[src/rtl/prbs15_popcount8.sv]
// Combinational population count of an 8-bit mismatch vector (0..8).
module prbs15_popcount8 (
   input  logic [7:0] data_in,
   output logic [3:0] count
);

   always_comb begin
      count = '0;
      for (int i = 0; i < 8; i++) begin
         count = count + {3'b000, data_in[i]};
      end
   end

endmodule

[config.mk]
export PLATFORM = sky130hd
export DESIGN_NAME = prbs15_popcount8
export DESIGN_NICKNAME = d
export VERILOG_FILES = /design/src/rtl/prbs15_popcount8.sv
export SDC_FILE = /design/constraint.sdc
export NUM_CORES = 1
export LEC_CHECK = 0
export ABC_AREA = 1
export BUFFER_PORTS_ARGS = -buffer_cell sky130_fd_sc_hd__buf_2
export CAP_MARGIN = 0
export CORE_AREA = 2 2 39 41
export DETAILED_ROUTE_END_ITERATION = 10
export DIE_AREA = 0 0 41 43
export SLEW_MARGIN = 20
export SYNTH_ARGS = -nofsm -noshare
export SYNTH_HDL_FRONTEND = slang
export SYNTH_SLANG_ARGS = --single-unit
[constraint.sdc]
create_clock -name vclk -period 9.1
set_clock_uncertainty 0.15 [all_clocks]
set_input_delay 1.82 -clock vclk [all_inputs]
set_output_delay 1.82 -clock vclk [all_outputs]
set_load 0.01 [all_outputs]
# Yosys cells after proc, flatten, opt, wreduce, memory -nomap -nowiden
# Cells that the tools add are included.
totals:
  ff_bits: 0
  input_bits: 8
  output_inout_bits: 4
op_classes:
  n_addsub: 7
ops:
  columns: ["op", "n"]
  rows:
  - ["$add A4 B1 Y4", 4]
  - ["$add A3 B1 Y4", 1]
  - ["$add A2 B1 Y3", 1]
  - ["$add A1 B1 Y2", 1]

# Logic depth before layout (Yosys ltp)
logic_depth:
  depth_word: 7
  ltp_mapped: 11

# Least setup slack after synthesis
# No wires, ideal clock.
synth_timing:
  kind: "input-to-output"
  startpoint: "in data_in[0]"
  endpoint: "out count[1]"
  t_arrival_ns: 4.059
  setup_slack_ns: 3.071
  stages: 9
  path_cell_list: "inv_1 > fa_1 > fa_1 > fa_1 > inv_1 > ha_1 > inv_1 > fa_1 > inv_1"
synth_via:
  elab_chain_len: 7
synth_lines:
  columns: ["item", "line_no", "source"]
  rows:
  - ["from (decl)", "3", "input logic [7:0] data_in,"]
  - ["$add A1 B1 Y2", "10", "count = count + {3'b000, data_in[i]};"]
  - ["$add A2 B1 Y3", "10", null]
  - ["$add A3 B1 Y4", "10", null]
  - ["$add A4 B1 Y4 (4 in a row)", "10", null]
  - ["to (decl)", "4", "output logic [3:0] count"]
# No other way between the ends.

# Worst setup path in the final report
layout_timing:
  startpoint: "in data_in[0]"
  endpoint: "out count[2]"
# The elaborated chain is that of the path after synthesis.

==> impl_metrics.toml <==
[synthesis]
synth.distinct_cells = 5
synthesis.area_um2 = 201
yosysSeqAreaShare = 0
yosysTopAreaCellShare = 0.398
yosysTopAreaCell = "fa_1"
yosysMostFrequentCell = "inv_1"
yosys_warnings = 0
synthTopCellsByArea = "fa_1 40%, inv_1 30%, ha_1 19%, nand2_1 9.3%, nand3_1 2.5%"
syn_nets = 44
synth_common_cells = "16 x inv_1, 5 x nand2_1, 4 x fa_1, 3 x ha_1, 1 x nand3_1"
synth_cells = 29
syn_avg_cell_area_um2 = 6.95

[die]
io_pins = 12
die-width_um = 41
start_util = 0.146
die_h_um = 43
rows = 14
core_um2 = 1380
dieArea_um2 = 1760

[final_layout]
final_net_count = 58
seq_cells = 0
final.fill_count = 168
nClkBuffers = 0
antennaDiodeCount = 0
final_area_um2 = 282
syn2layout_area_growth_pct = 39.8
drive_gt1_frac = 0.293
seq_area_um2 = 0

[timing]
slew_headroom = 0.911
worst_pin_slew_ps = 133
finalSetupViolations = 0
min_period_ps = 6300
grt_setup_unrepaired = "false"
hold_slack_ps = 3800
fin_tns_setup_ps = 0
fin_crit_sh = 0.692
max_freq_ghz = 0.159
maxSlewViolCount = 0
final_hold_viol_count = 0

[routing]
drtAntennaViolNets = 0
drt_iter0_drc = 0
wl_per_cell_um = 5.91
avgViaCountPerCell = 3.39
drc_errors = 0
num_vias = 193
drt_wl_total_um = 337
drt-pass1-iter-count = 1

[place]
portBuffers = 12
dpl-instance-area_um2 = 282
gp_congestion = 0.606
place_hpwl_um = 333

[worst_setup_path]
worstSetupPathType = "primary input to output pin"
critical_path_required_ps = 7130
cp_num_buf_inv = 6
crit_chain = "buf_2 -> inv_1 -> fa_1 -> fa_1 -> fa_1 -> inv_1 -> ha_1 -> inv_1 -> fa_1 -> inv_1 -> nand2_1 -> nand2_1 -> buf_2"
cp_slowest_stage_delay_ps = 550
cp_slowest_cell = "fa_1"
cpLargestDelayFamily = "adder cells"
arrival_ps = 4330
end_kind = "output pin"
cp_max_fo = 2
startpoint_type = "primary input"

[global_routing]
grt_max_degree = 5
track_usage = 0.0381
overflow = 0
grt_pass1_wl_um = 503
grt_pass1_vias = 162
antenna_found_initial = 0

[cts]
post_cts_resize_count = 0
postCtsSetupBuffers = 0
cts_hold_buf = 0

[power]
power_leakage_nw = 0.199
peakVddDrop_uv = 30.4
cellPowerDensity_nw_per_um2 = 107

[worst_hold_path]
hp-class = "primary input to output pin"

[flow_run]
maxCapViolCount = 0

[status]
status = "finished clean"
==> cell type report <==
| type | count | area [µm²] | area share |
|---|---|---|---|
| multi-input combinational | 13 | 141 | 0.502 |
| tap | 16 | 20.0 | 0.0711 |
| timing repair buffer | 12 | 60.1 | 0.213 |
| inverter | 16 | 60.1 | 0.213 |
==> stage by stage <==
step	setup WS, ps	cells	total power (W)	utilization
after CTS	2760	57	0.0000317	0.203
after detailed placement	2780	57	0.0000312	0.203
after global placement	2840	57	0.0000298	0.203
after global routing	2640	57	0.0000362	0.203
final	2800	57	0.0000303	0.203
after floorplan	3070	29	0.0000202	-
==> cells by family after synthesis <==
group                      Yosys count  share of synthesized area
buffers and inverters               16                      0.298
adders and majority gates            7                      0.584
and+or+nand+nor                      6                      0.118
==> path summary, 6_finish.rpt <==
kind,start,endpoint,slack [ps],cells past startpoint
max,data_in[0],count[2],2800,13
min,data_in[2],count[0],3800,3
==> metal layers <==
metal  GRT usage  part of all wire  up-vias
met2      0.0781              0.51        7
met4           0                 0        0
met5           0                 0        -
met1      0.0415              0.41       87
li1            -                 -       99
met3           0             0.071        0
==> report_power, final <==
| part | leakage, nW | switching [W] | internal [W] | total [W] |
|---|---|---|---|---|
| combinational | 0.199 | 0.0000166 | 0.0000137 | 0.0000303 |
| sequential | 0 | 0 | 0 | 0 |
| clock | 0 | 0 | 0 | 0 |
| total | 0.199 | 0.0000166 | 0.0000137 | 0.0000303 |
==> layout by cell type, fill, tap and decap left out, drive strengths merged <==
cell,Yosys,final
fa,4,4
inv,16,16
buf,0,12
nand3,1,1
nand2,5,5
ha,3,3
==> worst min-delay path, cell delays in order <==
cell   delay, ps
buf_2         80
ha_1         120
buf_2        120
No activity file was read; power rests on OpenSTA's default activity.
